<file path="src/rtl/scrub_pkg.sv">
// Shared types and helpers for the config-RAM scrubber: FSM states, the
// triplicated word layout and the bitwise majority vote.
package scrub_pkg;

  localparam int COPY_W = 4;
  localparam int WORD_W = 3 * COPY_W;
  localparam int C0_LSB = 0;
  localparam int C1_LSB = COPY_W;
  localparam int C2_LSB = 2 * COPY_W;

  typedef enum logic [3:0] {
    IDLE   = 4'd0,
    U_WR   = 4'd1,
    U_RD   = 4'd2,
    U_RDW  = 4'd3,
    ACK    = 4'd4,
    S_RD   = 4'd5,
    S_WAIT = 4'd6,
    S_WB   = 4'd7,
    S_NEXT = 4'd8
  } state_e;

  typedef struct packed {
    logic              mismatch;
    logic [COPY_W-1:0] value;
  } vote_t;

  function automatic logic [WORD_W-1:0] triplicate(input logic [COPY_W-1:0] v);
    return {v, v, v};
  endfunction

  function automatic vote_t vote_word(input logic [WORD_W-1:0] word);
    logic [COPY_W-1:0] c0, c1, c2, v;
    vote_t             res;
    c0 = word[C0_LSB +: COPY_W];
    c1 = word[C1_LSB +: COPY_W];
    c2 = word[C2_LSB +: COPY_W];
    v  = (c0 & c1) | (c1 & c2) | (c0 & c2);
    res.value    = v;
    res.mismatch = (c0 != v) || (c1 != v) || (c2 != v);
    return res;
  endfunction

endpackage

</file>
<file path="src/rtl/scrub_ctrl_if.sv">
// User-side request/acknowledge bus of the scrub controller.
interface scrub_ctrl_if
  import scrub_pkg::*;
#(
  parameter int ADDR_W = 4
) ();
  logic              user_req;
  logic              user_we;
  logic [ADDR_W-1:0] user_addr;
  logic [COPY_W-1:0] user_wdata;
  logic              user_ack;
  logic [COPY_W-1:0] user_rdata;
  logic              user_err;

  modport master (
    output user_req, user_we, user_addr, user_wdata,
    input  user_ack, user_rdata, user_err
  );

  modport slave (
    input  user_req, user_we, user_addr, user_wdata,
    output user_ack, user_rdata, user_err
  );
endinterface

</file>
<file path="src/rtl/scrub_ctrl_tmr_vote.sv">
// Combinational majority voter over one triplicated RAM word.
module tmr_vote
  import scrub_pkg::*;
(
  input  logic [WORD_W-1:0] word,
  output logic [COPY_W-1:0] value,
  output logic              mismatch
);
  vote_t vote_s;

  assign vote_s   = vote_word(word);
  assign value    = vote_s.value;
  assign mismatch = vote_s.mismatch;
endmodule

</file>
<file path="src/rtl/scrub_ctrl.sv">
// Sequencer/arbiter for the triplicated config RAM: serves user reads and
// writes and interleaves a background vote-and-correct scrub walk.
module scrub_ctrl
  import scrub_pkg::*;
#(
  parameter int ADDR_W         = 4,
  parameter int NUM_WORDS      = 4,
  parameter int SCRUB_INTERVAL = 16
) (
  input  logic              clk,
  input  logic              rst_n,
  scrub_ctrl_if.slave       user,
  input  logic              scrub_en,
  output logic [ADDR_W-1:0] ram_addr,
  output logic [WORD_W-1:0] ram_wr_data,
  output logic              ram_rd_enable,
  output logic              ram_wr_enable,
  input  logic [WORD_W-1:0] ram_rd_data,
  output logic [15:0]       corr_count,
  output logic              pass_done
);
  localparam int                CNT_W      = $clog2(SCRUB_INTERVAL + 1);
  localparam logic [CNT_W-1:0]  CNT_RELOAD = CNT_W'(SCRUB_INTERVAL);
  localparam logic [ADDR_W-1:0] LAST_ADDR  = ADDR_W'(NUM_WORDS - 1);

  state_e            state_r;
  logic [CNT_W-1:0]  cnt_r;
  logic [ADDR_W-1:0] scrub_addr_r;
  logic [ADDR_W-1:0] ram_addr_r;
  logic [WORD_W-1:0] ram_wr_data_r;
  logic              rd_en_r;
  logic              wr_en_r;
  logic              ack_r;
  logic [COPY_W-1:0] rdata_r;
  logic              err_r;
  logic [15:0]       corr_count_r;
  logic              pass_done_r;
  logic              last_user_r;
  logic [COPY_W-1:0] vote_value_s;
  logic              vote_mismatch_s;
  logic              pick_scrub_s;

  tmr_vote u_vote (
    .word     (ram_rd_data),
    .value    (vote_value_s),
    .mismatch (vote_mismatch_s)
  );

  // Scrub wins IDLE when due and either the user just had a turn or is absent.
  always_comb begin
    pick_scrub_s = 1'b0;
    if (scrub_en && (cnt_r == {CNT_W{1'b0}})) begin
      pick_scrub_s = last_user_r || !user.user_req;
    end else begin
      pick_scrub_s = 1'b0;
    end
  end

  // Interval counter: runs down while enabled, parked at reload otherwise.
  always_ff @(posedge clk or negedge rst_n) begin
    if (!rst_n) begin
      cnt_r <= CNT_RELOAD;
    end else if ((state_r == S_NEXT) || !scrub_en) begin
      cnt_r <= CNT_RELOAD;
    end else if (cnt_r != {CNT_W{1'b0}}) begin
      cnt_r <= cnt_r - CNT_W'(1);
    end else begin
      cnt_r <= cnt_r;
    end
  end

  // Main FSM; strobes and RAM address/data are registered on state entry.
  always_ff @(posedge clk or negedge rst_n) begin
    if (!rst_n) begin
      state_r       <= IDLE;
      scrub_addr_r  <= {ADDR_W{1'b0}};
      ram_addr_r    <= {ADDR_W{1'b0}};
      ram_wr_data_r <= {WORD_W{1'b0}};
      rd_en_r       <= 1'b0;
      wr_en_r       <= 1'b0;
      ack_r         <= 1'b0;
      rdata_r       <= {COPY_W{1'b0}};
      err_r         <= 1'b0;
      corr_count_r  <= 16'h0000;
      pass_done_r   <= 1'b0;
      last_user_r   <= 1'b0;
    end else begin
      ram_addr_r    <= {ADDR_W{1'b0}};
      ram_wr_data_r <= {WORD_W{1'b0}};
      rd_en_r       <= 1'b0;
      wr_en_r       <= 1'b0;
      ack_r         <= 1'b0;
      pass_done_r   <= 1'b0;
      case (state_r)
        IDLE: begin
          if (pick_scrub_s) begin
            state_r     <= S_RD;
            rd_en_r     <= 1'b1;
            ram_addr_r  <= scrub_addr_r;
            last_user_r <= 1'b0;
          end else if (user.user_req) begin
            ram_addr_r <= user.user_addr;
            if (user.user_we) begin
              state_r       <= U_WR;
              wr_en_r       <= 1'b1;
              ram_wr_data_r <= triplicate(user.user_wdata);
            end else begin
              state_r <= U_RD;
              rd_en_r <= 1'b1;
            end
          end else begin
            state_r <= IDLE;
          end
        end
        U_WR: begin
          state_r <= ACK;
          ack_r   <= 1'b1;
        end
        U_RD: begin
          state_r <= U_RDW;
        end
        U_RDW: begin
          rdata_r <= vote_value_s;
          err_r   <= vote_mismatch_s;
          state_r <= ACK;
          ack_r   <= 1'b1;
        end
        ACK: begin
          last_user_r <= 1'b1;
          state_r     <= IDLE;
        end
        S_RD: begin
          state_r <= S_WAIT;
        end
        S_WAIT: begin
          if (vote_mismatch_s) begin
            state_r       <= S_WB;
            wr_en_r       <= 1'b1;
            ram_addr_r    <= scrub_addr_r;
            ram_wr_data_r <= triplicate(vote_value_s);
          end else begin
            state_r <= S_NEXT;
          end
        end
        S_WB: begin
          if (corr_count_r != 16'hFFFF) begin
            corr_count_r <= corr_count_r + 16'd1;
          end else begin
            corr_count_r <= corr_count_r;
          end
          state_r <= S_NEXT;
        end
        S_NEXT: begin
          if (scrub_addr_r == LAST_ADDR) begin
            scrub_addr_r <= {ADDR_W{1'b0}};
            pass_done_r  <= 1'b1;
          end else begin
            scrub_addr_r <= scrub_addr_r + ADDR_W'(1);
          end
          state_r <= IDLE;
        end
        default: begin
          state_r <= IDLE;
        end
      endcase
    end
  end

  assign ram_addr        = ram_addr_r;
  assign ram_wr_data     = ram_wr_data_r;
  assign ram_rd_enable   = rd_en_r;
  assign ram_wr_enable   = wr_en_r;
  assign corr_count      = corr_count_r;
  assign pass_done       = pass_done_r;
  assign user.user_ack   = ack_r;
  assign user.user_rdata = rdata_r;
  assign user.user_err   = err_r;

endmodule

</file>
<file path="src/flat_wrapper.sv">
// flat-port wrapper written by rule: the top's interface ports become plain ports
module scrub_ctrl_flat import scrub_pkg::*;
#(
  parameter int ADDR_W         = 4,
  parameter int NUM_WORDS      = 4,
  parameter int SCRUB_INTERVAL = 16
)
  (clk, rst_n, scrub_en, ram_addr, ram_wr_data, ram_rd_enable, ram_wr_enable, ram_rd_data, corr_count, pass_done, user_user_req, user_user_we, user_user_addr, user_user_wdata, user_user_ack, user_user_rdata, user_user_err);
  scrub_ctrl_if #(.ADDR_W(ADDR_W)) user_i ();
  input  logic clk;
  input  logic rst_n;
  input  logic scrub_en;
  output logic [ADDR_W-1:0] ram_addr;
  output logic [WORD_W-1:0] ram_wr_data;
  output logic ram_rd_enable;
  output logic ram_wr_enable;
  input  logic [WORD_W-1:0] ram_rd_data;
  output logic [15:0] corr_count;
  output logic pass_done;
  input wire logic [$bits(user_i.user_req)-1:0] user_user_req;
  input wire logic [$bits(user_i.user_we)-1:0] user_user_we;
  input wire logic [$bits(user_i.user_addr)-1:0] user_user_addr;
  input wire logic [$bits(user_i.user_wdata)-1:0] user_user_wdata;
  output wire logic [$bits(user_i.user_ack)-1:0] user_user_ack;
  output wire logic [$bits(user_i.user_rdata)-1:0] user_user_rdata;
  output wire logic [$bits(user_i.user_err)-1:0] user_user_err;
  assign user_i.user_req = user_user_req;
  assign user_i.user_we = user_user_we;
  assign user_i.user_addr = user_user_addr;
  assign user_i.user_wdata = user_user_wdata;
  assign user_user_ack = user_i.user_ack;
  assign user_user_rdata = user_i.user_rdata;
  assign user_user_err = user_i.user_err;
  scrub_ctrl #(.ADDR_W(ADDR_W), .NUM_WORDS(NUM_WORDS), .SCRUB_INTERVAL(SCRUB_INTERVAL)) u_core (.clk(clk), .rst_n(rst_n), .user(user_i), .scrub_en(scrub_en), .ram_addr(ram_addr), .ram_wr_data(ram_wr_data), .ram_rd_enable(ram_rd_enable), .ram_wr_enable(ram_wr_enable), .ram_rd_data(ram_rd_data), .corr_count(corr_count), .pass_done(pass_done));
endmodule
</file>
<file path="config.mk">
export PLATFORM = sky130hd
export DESIGN_NAME = scrub_ctrl_flat
export DESIGN_NICKNAME = d
export VERILOG_FILES = /design/src/rtl/scrub_pkg.sv /design/src/rtl/scrub_ctrl_if.sv /design/src/rtl/scrub_ctrl_tmr_vote.sv /design/src/rtl/scrub_ctrl.sv /design/src/flat_wrapper.sv
export SDC_FILE = /design/constraint.sdc
export NUM_CORES = 1
export LEC_CHECK = 0
export ABC_AREA = 1
export CAP_MARGIN = 10
export CELL_PAD_IN_SITES_DETAIL_PLACEMENT = 1
export CELL_PAD_IN_SITES_GLOBAL_PLACEMENT = 2
export CORE_AREA = 2 2 83 116
export CTS_BUF_LIST = sky130_fd_sc_hd__clkbuf_8
export CTS_CLUSTER_SIZE = 14
export DETAILED_ROUTE_END_ITERATION = 12
export DIE_AREA = 0 0 85 118
export GPL_ROUTABILITY_DRIVEN = 1
export PLACE_DENSITY = 0.82
export SLEW_MARGIN = 40
export SYNTH_ARGS = -nofsm -noshare
export SYNTH_HDL_FRONTEND = slang
export SYNTH_SLANG_ARGS = --single-unit
export TNS_END_PERCENT = 10
</file>
<file path="constraint.sdc">
create_clock -name clk -period 2.39 [get_ports clk]
set_clock_uncertainty 0.05 [all_clocks]
set_input_delay 0.239 -clock clk [delete_from_list [all_inputs] [get_ports clk]]
set_output_delay 0.239 -clock clk [all_outputs]
set_load 0.01 [all_outputs]
</file>
==> results.yml, run 1 <==
status:
  status: "finished clean"
synthesis:
  async_flop_share_pct: 100
  synthTopCellsByArea: "dfrtp_1 (42%), nand2_1 (19%), nand3_1 (5.2%), inv_1 (5.1%), nor2_1 (4.4%)"
  synth-seq-cells: 47
  synth_area_um2: 2710
  ys_seq_area_share_pct: 43.4
  syn-num-nets: 394
  synth_top_area_share_pct: 42.5
  netlist_instances: 365
  synth.distinct_cells: 31
  syn_avg_cell_area_um2: 7.42
  yosys_warnings: 0
  synth_edf_count: 0
  synthFlopType: "dfrtp_1"
  ys_top_cells_by_count: "nand2_1 (137), dfrtp_1 (46), inv_1 (37), nor2_1 (32), nand3_1 (28)"
  yosys.cell_count.top_type: "nand2_1"
  synth_top_area_cell: "dfrtp_1"
placed_design:
  port_buffers: 65
  routabilityCongestion: 0.728
  dpl.hpwl_um: 5490
  placed_area_um2: 3410
detailed_routing:
  vias_per_cell: 4.67
  final_antenna_net_count: 0
  routed_wl_um: 7050
  drt_iter0_drc: 108
  dr_total_vias: 2502
  first_pass_iters: 4
  routedWlPerCell_um: 13.1
  drc_errors: 0
clocking:
  clock_sink_count: 47
  cts_resized: 0
  cts_tree: "done"
  clkTransAtPathRegs_ps: 90
  worstSkewPairLatency_ps: 310
  root_buffer: "clkbuf_8"
  cts_buffers: 5
  htree_levels: 2
  cts.path.max_buffers: 2
global_routing:
  grt_max_degree: 48
  antenna_found_initial: 0
  grt_pass1_wl_um: 12000
  grt.overflow.total: 0
  grt_usage_pct: 14.9
  grt_pass1_vias: 2655
setup_path:
  cpMaxStageDelayCell: "clkdlybuf4s50_1"
  critPathMaxStageDelay_ps: 580
  start_kind: "flop"
  path_class: "flop to primary output"
  rrSetupSlack_ps: 730
  worstPathRequired_ps: 2100
  arrival_ps: 1380
  endpoint_kind: "primary output"
  path_buf_inv: 1
  cp_max_fo: 6
  crit_family: "buffers and inverters"
  crit_chain: "clkdlybuf4s50_1"
sta:
  tightest_slew_ps: 620
  finalCritPeriodShare_pct: 69.9
  fmax_mhz: 599
  drv_slew: 0
  relSlewSlack_pct: 58.7
  min_period_ps: 1670
  setup_tns_ps: 0
  hold_viol: 0
  rsz0062_at_grt: "false"
  setup_viol_count_final: 0
job:
  max_cap_viol_count: 0
floorplanning:
  num_io_pins: 66
  die_w_um: 85
  num_rows: 41
  fp.dieH_um: 118
  core_area_um2: 8980
  start_util_pct: 30.2
  die_area_um2: 10000
layout:
  final_area_um2: 3530
  syn_to_final_growth_pct: 30.3
  drive_gt1_share_pct: 7.93
  antenna_cells: 0
  fin_nets: 457
power:
  p_leak_uw: 0.00171
  ir_drop_uv: 227
  power_density_nw_per_um2: 791
worst_hold_path:
  worstHoldPathType: "flop to flop"
-- worst reg2reg max path: stages, from the launching register on --
cell	delay, ps
dfrtp_1	470
ha_1	240
nand3_2	130
nor2_1	300
nand2_1	110
xnor2_1	140
nand2_1	70
nand2_1	40
-- cells by family after synthesis --
family                     synth area share [%]
AOI/OAI and AO/OA                          6.00
xor gates and xnor gates                   4.20
adders and majority gates                  1.85
buffers and inverters                      9.69
DFF                                        43.4
and+or+nand+nor                            34.8
-- sequential cells by signal, indices dropped and copies added (netlist names), 4 cells and up --
signal                  flops
u_core.user.user_rdata      4
u_core.ram_addr             4
u_core.corr_count          16
u_core.state_r              4
u_core.cnt_r                5
u_core.ram_wr_data          4
u_core.scrub_addr_r         4
-- repair_timing --
item                      4_1_cts  5_1_grt
hold buffers                    1        0
hold endpoints to repair       31        0
buffers inserted                0        0
-- per-layer routing --
metal  global-route usage [%]  up-vias  wire, um
met5                        0        -         0
met4                     5.06        0       125
met3                     2.59        9       203
met2                     28.4       46      3960
met1                     16.1     1194      2750
li1                         -     1253         -
-- power breakdown --
part	leakage [uW]	internal (uW)	switching [uW]
Clock	0.0000581	312	286
Sequential	0.000620	990	165
Combinational	0.00103	485	556
Total	0.00171	1790	1010
-- cells in the final DEF, fill, tap and decap left out --
cell and n:
a211oi_1 1, a21oi_1 8, a31oi_1 1, buf_2 1
buf_4 2, bufinv_16 1, clkbuf_8 5, clkdlybuf4s50_1 64
clkinv_2 2, clkinv_4 1, dfrtp_1 46, dfstp_2 1
dlygate4sd3_1 1, ha_1 4, inv_1 37, inv_2 6
nand2_1 137, nand2_4 2, nand3_1 28, nand3_2 2
nand4_1 3, nor2_1 32, nor2_2 5, nor2_4 4
nor3_1 1, nor3_2 1, nor3_4 1, o211ai_1 4
o21a_1 1, o21ai_0 12, o21ai_1 1, o22ai_1 1
xnor2_1 10, xor2_1 3
-- final timing paths --
path | start | to | cells past startpoint
hold / removal | u_core.cnt_r[3] | u_core.cnt_r[3] | 1
max in group asynchronous | rst_n | u_core.state_r[3] | 3
hold reg to reg | u_core.cnt_r[3] | u_core.cnt_r[3] | 1
setup reg to reg | u_core.corr_count[0] | u_core.corr_count[10] | 7
setup / recovery | u_core.corr_count[13] | corr_count[13] | 1
min in group asynchronous | rst_n | u_core.corr_count[5] | 3
-- stage by stage --
stage | hold WS (ps) | cells | total power (uW) | util [%] | setup WS (ps)
2_1_floorplan | -107 | 365 | 1760 | - | 899
3_3_place_gp | 334 | 527 | 2210 | 38.0 | 523
3_5_place_dp | 336 | 527 | 2230 | 38.0 | 384
4_1_cts | 418 | 536 | 2850 | 39.3 | 686
5_1_grt | 445 | 536 | 3020 | 39.3 | 528
6_report | 417 | 536 | 2790 | 39.3 | 720
-- final cells by class --
cell class,count,area (um^2)
clock buffer,5,68.8
clock inverter,3,43.8
fill,1108,5450
inverter,44,166
multi-input combinational,262,1270
sequential,47,1180
tap,107,134
timing repair buffer,68,671
Note: power is estimated with default switching activity, not from simulation.
==> run 2: changes to the inputs <==
- CORE_AREA: 2 2 83 116 -> 2 2 90 126
- DIE_AREA: 0 0 85 118 -> 0 0 92 128
- PLACE_DENSITY: 0.82 -> 0.74
- clock period: 2.39 -> 1.5 ns (I/O delays scaled with it)
==> run 2 against run 1 <==
Cell count up 14%; via count up 7.1%; wire length up 14%; power up 70%; non-clock buffer count up 40; global-route usage down 1.3 points; critical path depth unchanged; clock-buffer cell count unchanged; hold slack worse by 200 ps; core utilization down 1.5 points; sequential share of layout area down 4.2 points; combinational power up 100%.
==> results.yml, run 2 (synthesis results as in run 1) <==
global_routing:
  grt_pass1_vias: 2820
  grt_pass1_wl_um: 12900
  grt_usage_pct: 13.6
  antenna_found_initial: 0
  grt_max_degree: 35
  grt.overflow.total: 0
floorplanning:
  num_io_pins: 66
  start_util_pct: 25.3
  core_area_um2: 10700
  fp.dieH_um: 128
  num_rows: 45
  die_area_um2: 11800
  die_w_um: 92
setup_path:
  crit_chain: "clkdlybuf4s50_1"
  critPathMaxStageDelay_ps: 550
  crit_family: "buffers and inverters"
  path_class: "flop to primary output"
  cpMaxStageDelayCell: "clkdlybuf4s50_1"
  endpoint_kind: "primary output"
  rrSetupSlack_ps: 60
  start_kind: "flop"
  cp_max_fo: 1
  arrival_ps: 1260
  path_buf_inv: 1
  worstPathRequired_ps: 1300
worst_hold_path:
  worstHoldPathType: "input port to asynchronous set/reset pin"
clocking:
  cts_buffers: 5
  clock_sink_count: 47
  clkTransAtPathRegs_ps: 110
  worstSkewPairLatency_ps: 320
  htree_levels: 2
  cts.path.max_buffers: 2
  cts_tree: "done"
  root_buffer: "clkbuf_8"
placed_design:
  routabilityCongestion: 0.773
  dpl.hpwl_um: 6170
  post-place-cells: 593
  port_buffers: 65
power:
  p_total_uw: 4750
  p_switching_uw: 1820
  swShare_pct: 38.3
  p_seq_share_pct: 38.5
  ir_drop_uv: 440
  power_density_nw_per_um2: 1170
  clkPwrFrac_pct: 17.8
  internal_power_uw: 2930
  p_leak_uw: 0.00206
  p_comb_share_pct: 43.7
detailed_routing:
  vias_per_cell: 4.37
  first_pass_iters: 4
  routed_wl_um: 8060
  final_antenna_net_count: 0
  routedWlPerCell_um: 13.1
  drc_errors: 0
  dr_total_vias: 2679
  drt_iter0_drc: 36
layout:
  drive_gt1_share_pct: 21.2
  syn_to_final_growth_pct: 49.4
  antenna_cells: 0
  multi_input_area_um2: 1430
  layout_common_cells: "nand2_1 (126), clkdlybuf4s50_1 (45), dfrtp_1 (43), buf_4 (37), inv_1 (34)"
  final_common_cell: "nand2_1"
  largest_register_ffs: 16
  instances_no_fill: 613
  fin_nets: 500
  regArea_um2: 1180
  nFillCells: 1310
sta:
  fmax_mhz: 683
  tightest_slew_ps: 352
  setup_viol_count_final: 0
  rsz0062_at_grt: "true"
  min_period_ps: 1460
  relSlewSlack_pct: 76.5
  drv_slew: 0
  hold_viol: 0
  finalCritPeriodShare_pct: 97.6
job:
  max_cap_viol_count: 0
status:
  status: "finished clean"
run 2: changes by cell type in the layout (fill, tap and decap cells not counted), moves of 4 or more:
| cell | change |
|---|---|
| buf_4 | +35 |
| nor2_4 | +4 |
| nand2_2 | +10 |
| dlymetal6s2s_1 | +4 |
| dlygate4sd2_1 | +15 |
| nand2_1 | -11 |
| clkdlybuf4s50_1 | -19 |
run 2: area by class of cell:
| type | count | area share, % |
|---|---|---|
| Multi-Input combinational cell | 265 | 35.4 |
| Inverter | 44 | 4.20 |
| Timing Repair Buffer | 108 | 24.5 |
| Clock inverter | 3 | 0.649 |
| Clock buffer | 5 | 1.70 |
| Tap cell | 141 | 4.36 |
| Sequential cell | 47 | 29.2 |
run 2: per-stage QoR:
step	utilization [%]	setup TNS [ps]	cell area [um^2]	hold WS (ps)	setup slack [ps]
floorplan	-	0	2710	-196	9.21
global placement	34.7	-511	3720	28.5	-69.2
detailed placement	34.7	-995	3720	30.8	-109
CTS	35.8	-9.28	3830	222	-9.28
global route	37.8	-318	4050	251	-41.9
finish	37.8	0	4050	216	35.6
run 2: worst register-to-register path: cells and delay by family (launching register included):
kind | cells | cell delay (ps)
flip-flops | 1 | 400
buffers and inverters | 2 | 140
adder cells (fa/ha/maj) | 1 | 160
AND/OR/NAND/NOR | 5 | 550
AO/OA/AOI/OAI | 1 | 70
run 2: power groups by stage:
stage	Combinational, uW	Clock, uW	Sequential, uW
after CTS	1930	888	1810
after floorplan	911	0	1890
after global routing	2320	915	1870
after global placement	1910	0	1830
after detailed placement	1940	0	1830
final	2080	843	1830
run 2: path summary, 6_finish.rpt:
check | depth (start not counted) | to | startpoint
setup / recovery | 1 | ram_wr_enable | u_core.ram_wr_enable
hold / removal | 2 | u_core.corr_count[5] | rst_n
setup reg to reg | 9 | u_core.corr_count[2] | u_core.corr_count[1]
hold reg to reg | 2 | u_core.user.user_rdata[0] | u_core.user.user_rdata[0]
max in group asynchronous | 3 | u_core.cnt_r[4] | rst_n
min in group clk | 3 | u_core.ram_wr_data[10] | user_user_wdata[2]
run 2: what timing repair did:
action / 4_1_cts / 5_1_grt
pin swaps: 2 / 12
hold buffers: 1 / 0
gates resized for setup: 18 / 44
hold endpoints to repair: 13 / 0
gates cloned: 0 / 4
setup buffers: 2 / 6
endpoints found under the setup margin: 32 / 40
run 2: routing by layer:
layer | wire [um] | track usage (%)
met1 | 3030 | 14.1
met2 | 4720 | 27.6
met3 | 211 | 2.12
met4 | 93 | 3.69
met5 | 0 | 0
==> run 3: changes to the inputs <==
- CORE_AREA: 2 2 90 126 -> 2 2 112 81
- DIE_AREA: 0 0 92 128 -> 0 0 114 83
- DONT_BUFFER_PORTS: unset -> 1
- PLACE_DENSITY: 0.74 -> 0.73
==> run 3 against run 2 <==
Cell count down 15%; sequential share of layout area rose by 5.3 points; first-iteration DRC count grew 100%; wire length is 2.6% lower; clock power down 2%; global-route usage up 2.9 points; critical endpoint is now u_core.corr_count[10]; highest routed layer unchanged.
==> results.yml, run 3 (synthesis results as in run 1) <==
status:
  status: "finished clean"
detailed_routing:
  routed_wl_um: 7850
  vias_per_cell: 4.78
  final_antenna_net_count: 0
  first_pass_iters: 4
  routedWlPerCell_um: 15.1
  drc_errors: 0
  drt_iter0_drc: 73
  dr_total_vias: 2488
layout:
  fin_nets: 444
  drive_gt1_share_pct: 21.6
  layout_common_cells: "nand2_1 (134), dfrtp_1 (45), inv_1 (36), buf_4 (36)"
  regArea_um2: 1180
  instances_no_fill: 521
  multi_input_area_um2: 1390
  antenna_cells: 0
  nFillCells: 1010
  utilization_pct: 41.0
  syn_to_final_growth_pct: 26.0
  largest_register_ffs: 16
  final_common_cell: "nand2_1"
global_routing:
  grt_pass1_vias: 2486
  grt_max_degree: 48
  met3_usage_pct: 4.16
  globalRouteMet1Util_pct: 24.5
  grt_pass1_wl_um: 12500
  top_usage_layer: "met1"
  grt_use_met2_pct: 23.8
  grt.overflow.total: 0
  antenna_found_initial: 0
  grt_usage_pct: 16.5
sta:
  rsz0062_at_grt: "true"
  relSlewSlack_pct: 78.3
  min_period_ps: 1460
  finalCritPeriodShare_pct: 97.6
  hold_viol: 0
  fmax_mhz: 683
  tightest_slew_ps: 325
  drv_slew: 0
  worst_slack_ps: 36.0
  setup_tns_ps: 0
  setup_viol_count_final: 0
worst_hold_path:
  hp-start: "user_user_req"
  holdPathStages: 4
  worstHoldPathType: "input port to flop"
  worstHoldEndpoint: "u_core.ram_addr[0]"
power:
  ir_drop_uv: 647
  p_total_uw: 4350
  power_density_nw_per_um2: 1280
  p_leak_uw: 0.00175
setup_path:
  endpoint_kind: "flop"
  r2r_end: "u_core.corr_count[10]"
  arrival_ps: 1620
  path_class: "flop to flop"
  worstReg2RegStart: "u_core.corr_count[1]"
  r2r_cells: 9
  rrSetupSlack_ps: 40
  cp_max_fo: 4
  worstPathRequired_ps: 1650
  start_kind: "flop"
job:
  max_cap_viol_count: 0
placed_design:
  post-place-cells: 490
  dpl.hpwl_um: 5640
  routabilityCongestion: 0.786
  preCtsSetupSlack_ps: -47.4
  port_buffers: 0
clocking:
  cts_buffers: 5
  htree_levels: 2
  cts.path.max_buffers: 2
  root_buffer: "clkbuf_8"
  clkTransAtPathRegs_ps: 100
  worstSkewPairLatency_ps: 310
  cts_tree: "done"
  clock_sink_count: 47
floorplanning:
  num_io_pins: 66
  die_w_um: 114
  core_area_um2: 8340
  num_rows: 28
  start_util_pct: 32.5
  fp.dieH_um: 83
  die_area_um2: 9460
[run 3: changes by cell type in the layout (fill, tap and decap cells not counted), sizes merged, moves of 2 or more]
cell           before  now
buf                43   41
clkdlybuf4s50      45    0
clkinv              0    2
dlygate4sd2        15    0
dlygate4sd3         1   11
dlymetal6s2s        4    0
inv                47   44
[run 3: how the worst max path moves through the flow]
stage	start	to	slack [ps]	cells after the start
2_1_floorplan	u_core.corr_count[0]	u_core.corr_count[12]	9	9
4_1_cts	u_core.corr_count[0]	u_core.corr_count[2]	-1	9
5_1_grt	u_core.corr_count[0]	u_core.corr_count[15]	-90	8
6_report	u_core.corr_count[1]	u_core.corr_count[10]	40	9
3_3_place_gp	u_core.cnt_r[0]	u_core.state_r[1]	40	10
3_5_place_dp	u_core.cnt_r[0]	u_core.ram_addr[1]	-50	8
[run 3: metal layers]
metal | up-vias | wire length (um)
li1 | 1234 | -
met1 | 1191 | 4080
met2 | 55 | 3350
met3 | 8 | 341
met4 | 0 | 76
met5 | - | 0
[run 3: cell type report]
cell class / count / share of cell area, %
inverters: 44 / 4.87
clock inverters: 2 / 0.366
multi-input cells: 265 / 40.6
repair buffers: 52 / 13.3
clock buffers: 6 / 2.42
well taps: 105 / 3.85
flip-flops and latches: 47 / 34.5
[run 3: through the flow]
stage                     hold WS, ps  area [um^2]
final                            39.5         3410
after CTS                        36.2         3250
after detailed placement         -194         3000
after floorplan                  -196         2710
after global placement           -194         3000
after global routing             72.7         3410
[run 3: repair_timing]
action,in CTS,in global routing
gates cloned,0,4
hold endpoints to repair,54,0
hold buffers,12,0
setup buffers,1,6
setup endpoints to repair,10,33
pin swaps,1,10
resized for setup,2,27
[run 3: worst max-delay path, cell delays in order (launching register included)]
cell     delay (ps)
dfrtp_1         370
ha_2            190
nand3_2         120
inv_2           110
nand2_4          60
nor2_2          150
nor2_4           50
buf_4           140
nand2_1          60
nand2_1          50
[run 3: power by group]
part / leakage (uW) / switching [uW] / total (uW) / internal, uW
sequential: 0.000618 / 357 / 1940 / 1580
clock: 0.0000526 / 457 / 829 / 372
combinational: 0.00108 / 905 / 1590 / 683
